$ cat config.mk
export PLATFORM = sky130hd
export DESIGN_NAME = collect_2x1_rr_fifo_seq
export DESIGN_NICKNAME = d
export VERILOG_FILES = /design/src/rtl/collect_2x1_rr_fifo_seq_pkg.sv /design/src/rtl/collect_2x1_rr_fifo_seq_fifo.sv /design/src/rtl/collect_2x1_rr_fifo_seq.sv
export SDC_FILE = /design/constraint.sdc
export NUM_CORES = 1
export LEC_CHECK = 0
export CAP_MARGIN = 20
export CELL_PAD_IN_SITES_DETAIL_PLACEMENT = 1
export CELL_PAD_IN_SITES_GLOBAL_PLACEMENT = 1
export CORE_UTILIZATION = 53
export CTS_CLUSTER_DIAMETER = 80
export DETAILED_ROUTE_END_ITERATION = 12
export PLACE_DENSITY_LB_ADDON = 0.3
export SLEW_MARGIN = 20
export SYNTH_ARGS = -nofsm -noshare
export SYNTH_HDL_FRONTEND = slang
export SYNTH_SLANG_ARGS = --single-unit
$ cat constraint.sdc
create_clock -name clk -period 5.1 [get_ports clk]
set_input_delay 0.765 -clock clk [delete_from_list [all_inputs] [get_ports clk]]
set_output_delay 0.765 -clock clk [all_outputs]
set_load 0.005 [all_outputs]
$ cat src/rtl/collect_2x1_rr_fifo_seq_pkg.sv
// Shared constants and helpers for the 2:1 round-robin collector.
package collect_2x1_rr_fifo_seq_pkg;

    localparam int unsigned BRANCH_LOW  = 0;
    localparam int unsigned BRANCH_HIGH = 1;

    // Pointer width for a power-of-two depth (log2).
    function automatic int unsigned ptr_width(input int unsigned depth);
        int unsigned w;
        w = 0;
        for (int unsigned i = 0; i < 32; i++) begin
            if ((32'd1 << i) < depth) w = i + 1;
        end
        return w;
    endfunction

endpackage

$ cat src/rtl/collect_2x1_rr_fifo_seq_fifo.sv
// Show-ahead synchronous FIFO; writes to a full FIFO and reads from an empty one are ignored.
module fifo_sync_simple_seq
    import collect_2x1_rr_fifo_seq_pkg::*;
#(
    parameter  int unsigned DATA_WIDTH = 32,
    parameter  int unsigned FIFO_DEPTH = 4,
    localparam int unsigned PTR_WIDTH  = ptr_width(FIFO_DEPTH)
) (
    input  logic                  clk,
    input  logic                  rst,
    input  logic                  wr_en,
    input  logic [DATA_WIDTH-1:0] wr_data,
    input  logic                  rd_en,
    output logic [DATA_WIDTH-1:0] rd_data,
    output logic [PTR_WIDTH:0]    count,
    output logic                  full,
    output logic                  empty
);

    logic [DATA_WIDTH-1:0] mem [FIFO_DEPTH];
    logic [PTR_WIDTH-1:0]  wr_ptr;
    logic [PTR_WIDTH-1:0]  rd_ptr;
    logic                  wr_do;
    logic                  rd_do;

    assign full    = (count == (PTR_WIDTH+1)'(FIFO_DEPTH));
    assign empty   = (count == '0);
    assign wr_do   = wr_en & ~full;
    assign rd_do   = rd_en & ~empty;
    assign rd_data = mem[rd_ptr];

    // Pointers wrap naturally because the depth is a power of two.
    always_ff @(posedge clk) begin
        if (!rst) begin
            wr_ptr <= '0;
            rd_ptr <= '0;
            count  <= '0;
        end else begin
            if (wr_do) wr_ptr <= wr_ptr + PTR_WIDTH'(1);
            if (rd_do) rd_ptr <= rd_ptr + PTR_WIDTH'(1);
            case ({wr_do, rd_do})
                2'b10:   count <= count + (PTR_WIDTH+1)'(1);
                2'b01:   count <= count - (PTR_WIDTH+1)'(1);
                default: count <= count;
            endcase
        end
    end

    always_ff @(posedge clk) begin
        if (wr_do) mem[wr_ptr] <= wr_data;
    end

endmodule

$ cat src/rtl/collect_2x1_rr_fifo_seq.sv
// Buffers the two distribute-switch branches and serializes them onto one
// ready/valid output with round-robin arbitration.
module collect_2x1_rr_fifo_seq
    import collect_2x1_rr_fifo_seq_pkg::*;
#(
    parameter  int unsigned DATA_WIDTH = 32,
    parameter  int unsigned FIFO_DEPTH = 4,
    localparam int unsigned PTR_WIDTH  = ptr_width(FIFO_DEPTH)
) (
    input  logic                    clk,
    input  logic                    rst,
    input  logic [1:0]              i_valid,
    input  logic [2*DATA_WIDTH-1:0] i_data_bus,
    input  logic                    i_en,
    output logic                    o_valid,
    output logic [DATA_WIDTH-1:0]   o_data_bus,
    output logic                    o_branch,
    input  logic                    i_ready,
    output logic [1:0]              o_almost_full,
    output logic [1:0]              o_overflow
);

    logic [DATA_WIDTH-1:0] head [2];
    logic [PTR_WIDTH:0]    cnt  [2];
    logic [1:0]            full;
    logic [1:0]            empty;
    logic [1:0]            wr_req;
    logic [1:0]            rd_en;
    logic                  load;
    logic                  grant;
    logic                  last_grant;

    assign wr_req = {2{i_en}} & i_valid;
    assign load   = i_en & (~o_valid | i_ready) & (|(~empty));

    for (genvar k = 0; k < 2; k++) begin : g_branch
        fifo_sync_simple_seq #(
            .DATA_WIDTH (DATA_WIDTH),
            .FIFO_DEPTH (FIFO_DEPTH)
        ) u_fifo (
            .clk     (clk),
            .rst     (rst),
            .wr_en   (wr_req[k]),
            .wr_data (i_data_bus[k*DATA_WIDTH +: DATA_WIDTH]),
            .rd_en   (rd_en[k]),
            .rd_data (head[k]),
            .count   (cnt[k]),
            .full    (full[k]),
            .empty   (empty[k])
        );

        assign rd_en[k]         = load & (grant == 1'(k));
        assign o_almost_full[k] = (cnt[k] >= (PTR_WIDTH+1)'(FIFO_DEPTH - 1));
    end

    // Sole requester wins; on a tie the branch that was not granted last wins.
    always_comb begin
        grant = 1'(BRANCH_LOW);
        if (!empty[BRANCH_HIGH] && (empty[BRANCH_LOW] || last_grant == 1'(BRANCH_LOW)))
            grant = 1'(BRANCH_HIGH);
    end

    always_ff @(posedge clk) begin
        if (!rst) begin
            o_valid    <= 1'b0;
            o_data_bus <= '0;
            o_branch   <= 1'(BRANCH_LOW);
            o_overflow <= 2'b00;
            last_grant <= 1'(BRANCH_HIGH);
        end else begin
            o_overflow <= o_overflow | (wr_req & full);
            if (load) begin
                o_valid    <= 1'b1;
                o_data_bus <= head[grant];
                o_branch   <= grant;
                last_grant <= grant;
            end else if (o_valid && i_ready) begin
                o_valid <= 1'b0;
            end
        end
    end

endmodule
After elaboration in Yosys (flattened, before gate mapping)
Memories as Yosys holds them, arrays and structs flattened. A register that Yosys moved wholly into a read port is not among the register bits.
Cells that the tools add are included.
{ "op_classes": {"n_addsub": 8, "order_cmp": 3, "eq_ne": 6, "mux": 16, "n_bitwise": 21, "reduce_logical": 10} }
{ "op_table": {"columns": ["operator", "n"], "rows": [
  ["2-to-1 mux 32 bit", 3],
  ["case mux 3 bit (2 select lines)", 2],
  ["adder 2 x 1 -> 2 bit, second input constant", 4],
  ["bitwise AND 1 bit", 8],
  ["2-to-1 mux 2 bit", 4],
  ["2-to-1 mux 1 bit", 7],
  ["NOT 1 bit", 7],
  ["adder 3 x 1 -> 3 bit, second input constant", 2],
  ["equality test 3 bit, second input constant", 2],
  ["greater-or-equal comparator 3 x 2 -> 1 bit, second input constant", 2],
  ["zero test 3 bit", 2],
  ["nonzero test 2 bit", 3],
  ["subtractor 3 x 1 -> 3 bit, second input constant", 2],
  ["bitwise AND 2 bit", 2],
  ["equality test 2 x 1 -> 1 bit, second input constant", 2],
  ["equality test 2 bit, second input constant", 2],
  ["greater-or-equal comparator 2 bit, second input constant", 1],
  ["logical AND 1 bit", 2],
  ["NOT 1 -> 2 bit", 1],
  ["NOT 2 bit", 1],
  ["OR 2 bit", 1],
  ["OR reduction 2 bit", 1],
  ["zero test 1 bit", 1],
  ["logical OR 1 bit", 1],
  ["OR 1 bit", 1]
]} }
{ "word_totals": {"regBits": 51, "ram_bits": 256, "inputBits": 70, "n_memories": 2} }
{ "mem_list": {"columns": ["name", "words", "word_bits", "read_ports", "rd_clocked_by_memory_dff", "wr", "line", "source"], "rows": [
  ["g_branch[0].u_fifo.mem", 4, 32, 1, 1, 1, "collect_2x1_rr_fifo_seq_fifo.sv:20", "logic [DATA_WIDTH-1:0] mem [FIFO_DEPTH];"],
  ["g_branch[1].u_fifo.mem", 4, 32, 1, 1, 1, "collect_2x1_rr_fifo_seq_fifo.sv:20", null]
]} }

Depth between registers and ports, before layout
{ "logic_depth": {"depth_word": 9, "ltp_mapped": 10, "depth_no_buf": 9} }

By module
A second synthesis with hierarchy kept.
{ "hier_totals": {"cells_unflattened": 664, "hier_area_um2": 12201.7} }
{ "by_module_without_submodules": {"columns": ["mod", "instances", "cells_per_inst", "area_per_inst_um2", "seq_area_each_um2"], "rows": [
  ["fifo_sync_simple_seq", 2, 221, 5144.9, 4023.9],
  ["collect_2x1_rr_fifo_seq", 1, 222, 1911.8, 740.7]
]} }

Worst setup path after synthesis
Ideal clock, no wire load.
{ "synth_timing": {"path_kind": "input to register", "from": "input port i_ready", "to": "register g_branch[0].u_fifo.count[2]", "arrival_ps": 2629, "t_required_ps": 5029, "path_slack_ps": 2401, "cell_stages": 10, "path_buffers": 1, "cell_sequence": "nand2b_1 -> o2111ai_2 -> inv_4 -> buf_6 -> ha_1 -> inv_1 -> fa_1 -> xor2_1 -> or3_1 -> a21oi_1"} }
{ "synth_between": {"elab_chain_cells": 7} }
{ "synth_rtl": {"columns": ["item", "line", "source"], "rows": [
  ["start, declared", "collect_2x1_rr_fifo_seq.sv:18", "input logic i_ready,"],
  ["OR 1 bit (*)", "collect_2x1_rr_fifo_seq.sv:34", "assign load = i_en & (~o_valid | i_ready) & (|(~empty));"],
  ["bitwise AND 1 bit (*) (2 in series)", "collect_2x1_rr_fifo_seq.sv:34", null],
  ["bitwise AND 1 bit (*)", "collect_2x1_rr_fifo_seq.sv:52", "assign rd_en[k] = load & (grant == 1'(k));"],
  ["bitwise AND 1 bit (*)", "collect_2x1_rr_fifo_seq_fifo.sv:29", "assign rd_do = rd_en & ~empty;"],
  ["via g_branch[0].u_fifo.rd_do", "collect_2x1_rr_fifo_seq_fifo.sv:24", "logic rd_do;"],
  ["equality test 2 x 1 -> 1 bit / equality test 2 bit (equally long branches)", "collect_2x1_rr_fifo_seq_fifo.sv:41", "case ({wr_do, rd_do})"],
  ["case mux 3 bit (2 select lines) / nonzero test 2 bit (equally long branches)", null, null],
  ["end signal, assigned", "collect_2x1_rr_fifo_seq_fifo.sv:42", "2'b10: count <= count + (PTR_WIDTH+1)'(1);"],
  ["end signal, assigned", "collect_2x1_rr_fifo_seq_fifo.sv:43", "2'b01: count <= count - (PTR_WIDTH+1)'(1);"],
  ["end signal, assigned", "collect_2x1_rr_fifo_seq_fifo.sv:44", "default: count <= count;"],
  ["end, declared", "collect_2x1_rr_fifo_seq_fifo.sv:15", "output logic [PTR_WIDTH:0] count,"]
]} }
Mark *: on every way through the listed nets, which the timed path passes. The rest lies on a longest branch.
A chain may end at the register's enable or synchronous reset.

Worst setup path after layout
{ "layout_timing": {"from": "input port i_en", "to": "register g_branch[0].u_fifo.count[2]"} }
{ "layout_between": {"elab_chain_cells": 6} }
{ "layout_rtl": {"columns": ["item", "line", "source"], "rows": [
  ["start, declared", "collect_2x1_rr_fifo_seq.sv:14", "input logic i_en,"],
  ["bitwise AND 1 bit (2 in series)", "collect_2x1_rr_fifo_seq.sv:34", null],
  ["bitwise AND 1 bit", "collect_2x1_rr_fifo_seq.sv:52", null],
  ["bitwise AND 1 bit", "collect_2x1_rr_fifo_seq_fifo.sv:29", null],
  ["equality test 2 x 1 -> 1 bit / equality test 2 bit (equally long branches)", "collect_2x1_rr_fifo_seq_fifo.sv:41", null],
  ["case mux 3 bit (2 select lines) / nonzero test 2 bit (equally long branches)", null, null]
]} }
Parallel ways exist; a longest one is shown, timed or not.

==> impl_metrics.py <==
metrics = {
    "status": {
        "status": "finished clean",
    },
    "clocking": {
        "clockBufferDepth": 3,
        "cts_setup_buffers": 0,
        "holdBufCountCts": 0,
        "insertion_delay_ps": 560,
        "cts_inserted_buffers": 31,
        "cts.clk_slew.worst_paths_ps": 60,
        "cts_tree": "done",
        "cts_num_sinks": 311,
        "ctsResizeCount": 0,
        "h-tree-depth": 1,
        "cts-root-buf": "clkbuf_16",
    },
    "floorplan": {
        "die_h_um": 150.2,
        "dieArea_um2": 22560,
        "rows": 53,
        "ios": 108,
        "core_um2": 21290,
        "initial_core_util": 0.5468,
        "die_x_um": 150.2,
    },
    "grt": {
        "grt_max_degree": 53,
        "track_usage": 0.2508,
        "grt_pass1_vias": 6720,
        "grt_pass1_wl_mm": 40.61,
        "grt_overflow_total": 0,
        "antenna_found_initial": 0,
    },
    "cells_and_area": {
        "antenna_cells": 0,
        "syn_to_final_growth_pct": 19.59,
        "mostFrequentLayoutCells": "edfxtp_1 (256), clkdlybuf4s50_1 (107), mux4_2 (54)",
        "drive_gt1_frac": 0.1756,
        "nets": 769,
        "design_area_um2": 13920,
        "layout_commonest_cell": "edfxtp_1",
    },
    "detailed_routing": {
        "drc": 0,
        "routedWlPerCell_um": 27.46,
        "drt_wl_total_mm": 27.11,
        "ant_nets": 0,
        "drt_iter0_drc": 662,
        "via_per_inst": 6.088,
        "num_vias": 6009,
        "drt-pass1-iter-count": 5,
    },
    "timing": {
        "tightest_slew_ps": 1023,
        "setup_tns_ps": 0,
        "fin_crit_sh": 0.6244,
        "hold_violations": 0,
        "max_freq_mhz": 314.0,
        "slew_viol_final": 0,
        "finalCriticalPeriod_ps": 3185,
        "setup_viol": 0,
        "relSlewSlack": 0.3182,
        "finalHoldWorstSlack_ps": 479.9,
        "clock_skew_ps": 10.62,
        "rsz0062_at_grt": "false",
    },
    "worst_setup_path": {
        "worstPathRequired_ps": 5560,
        "critPathLaunchType": "input port",
        "cp-end-kind": "register",
        "crit_fanout": 34,
        "crit_type": "in -> reg",
        "worstPathArrival_ps": 3640,
    },
    "yosys": {
        "synth_area_um2": 11640,
        "syn-num-nets": 654,
        "yosys-top-cells-area": "edfxtp_1 (66%), mux4_2 (10%), dfxtp_1 (9.5%)",
        "post-synth-top-area-cell": "edfxtp_1",
        "yosysUniqueCellTypes": 38,
        "syn_area_per_cell_um2": 20.35,
        "syn_inst": 572,
        "synth_seq_cells": 311,
        "synth-seq-area-share": 0.7551,
        "synth.top_cell.area_share": 0.6605,
        "synth_warnings": 0,
    },
    "placement": {
        "gp_congestion": 0.7305,
        "dpl-instance-area_um2": 12850,
        "port_buffers": 107,
        "hpwl_mm": 15.73,
    },
    "pwr": {
        "vdd_drop_max_mv": 0.3499,
        "powerDensity_nw_per_um2": 501.9,
        "leakage_nw": 4.482,
        "power_mw": 6.986,
    },
    "job": {
        "max_cap_viol_count": 0,
    },
    "min_path": {
        "hold_class": "reg -> reg",
    },
}
-- path summary, 6_finish.rpt --
check / from / to / slack [ps] / cells after the start
min reg2reg: o_overflow[1]$_SDFF_PN0_ / o_overflow[1]$_SDFF_PN0_ / 480 / 2
min: o_overflow[1]$_SDFF_PN0_ / o_overflow[1]$_SDFF_PN0_ / 480 / 2
max: i_en / g_branch[0].u_fifo.count[2]$_SDFFE_PN0P_ / 1920 / 9
max reg2reg: g_branch[0].u_fifo.count[0]$_SDFFE_PN0P_ / g_branch[0].u_fifo.count[2]$_SDFFE_PN0P_ / 2260 / 9
-- Yosys cell counts (all sizes together) --
| cell type | number |
|---|---|
| clkinv | 1 |
| a21o | 2 |
| a222oi | 31 |
| nand4 | 1 |
| edfxtp | 256 |
| dfxtp | 55 |
| o2111ai | 1 |
| clkbuf | 12 |
| and2 | 8 |
| inv | 16 |
| xor2 | 4 |
| buf | 17 |
| a22oi | 1 |
| ha | 10 |
| mux4 | 64 |
| fa | 2 |
| o211ai | 2 |
| a41oi | 2 |
| or3 | 6 |
| mux2i | 2 |
| a21oi | 13 |
| nand2b | 1 |
| nor2 | 48 |
| o31ai | 1 |
| nand3 | 2 |
| o21ai | 4 |
| nand2 | 6 |
| nor3 | 1 |
| xnor2 | 3 |
-- state kept, by name, indices dropped and copies added (netlist names), named ones only --
signal and cells:
o_overflow 2, g_branch.u_fifo.mem 256, o_data_bus 32, g_branch.u_fifo.rd_ptr 4, o_branch 1, o_valid 1
g_branch.u_fifo.wr_ptr 4, g_branch.u_fifo.count 6, last_grant 1
-- critical path, cell delays in order --
cell             delay (ps)
clkdlybuf4s50_1         730
o2111ai_2               270
inv_4                   470
ha_1                    300
inv_1                    70
fa_1                    380
xor2_1                  160
or3_1                   320
a21oi_1                 160
-- through the flow --
step | setup slack (ps) | utilization | instances
floorplan | 2401 | - | 572
global placement | 1575 | 0.6037 | 927
detailed placement | 1411 | 0.6037 | 927
CTS | 1965 | 0.6524 | 985
global route | 1792 | 0.6539 | 987
finish | 1915 | 0.6539 | 987
-- where the power goes --
group	switching [mW]	leakage, nW	total, mW	internal, mW
Sequential	0.165	2.78	3.15	2.98
Clock	0.913	0.506	2.28	1.37
Combinational	0.771	1.20	1.56	0.788
-- cells by family after synthesis --
group           share of synthesized area
buf+inv                           0.02591
mux                                0.1288
compound gates                    0.04193
simple gates                      0.02881
xor+xnor                         0.005268
fa+ha+maj                         0.01419
flops                              0.7551
-- layer usage --
| metal | wire length, um | vias to the layer above | global-route usage |
|---|---|---|---|
| met3 | 1598 | 44 | 0.04182 |
| met2 | 14220 | 242 | 0.4447 |
| li1 | - | 2585 | - |
| met5 | 0 | - | 0 |
| met4 | 542 | 0 | 0.06465 |
| met1 | 10740 | 3138 | 0.3222 |
-- cell type report --
class	instances	area (um^2)
repair buffers	111	1116
clock inverters	5	77.57
inverters	17	70.07
well taps	275	344.1
fillers	1722	7368
multi-input cells	215	2559
clock buffers	53	958.4
flip-flops and latches	311	8793
No activity file was read; power rests on OpenSTA's default activity.
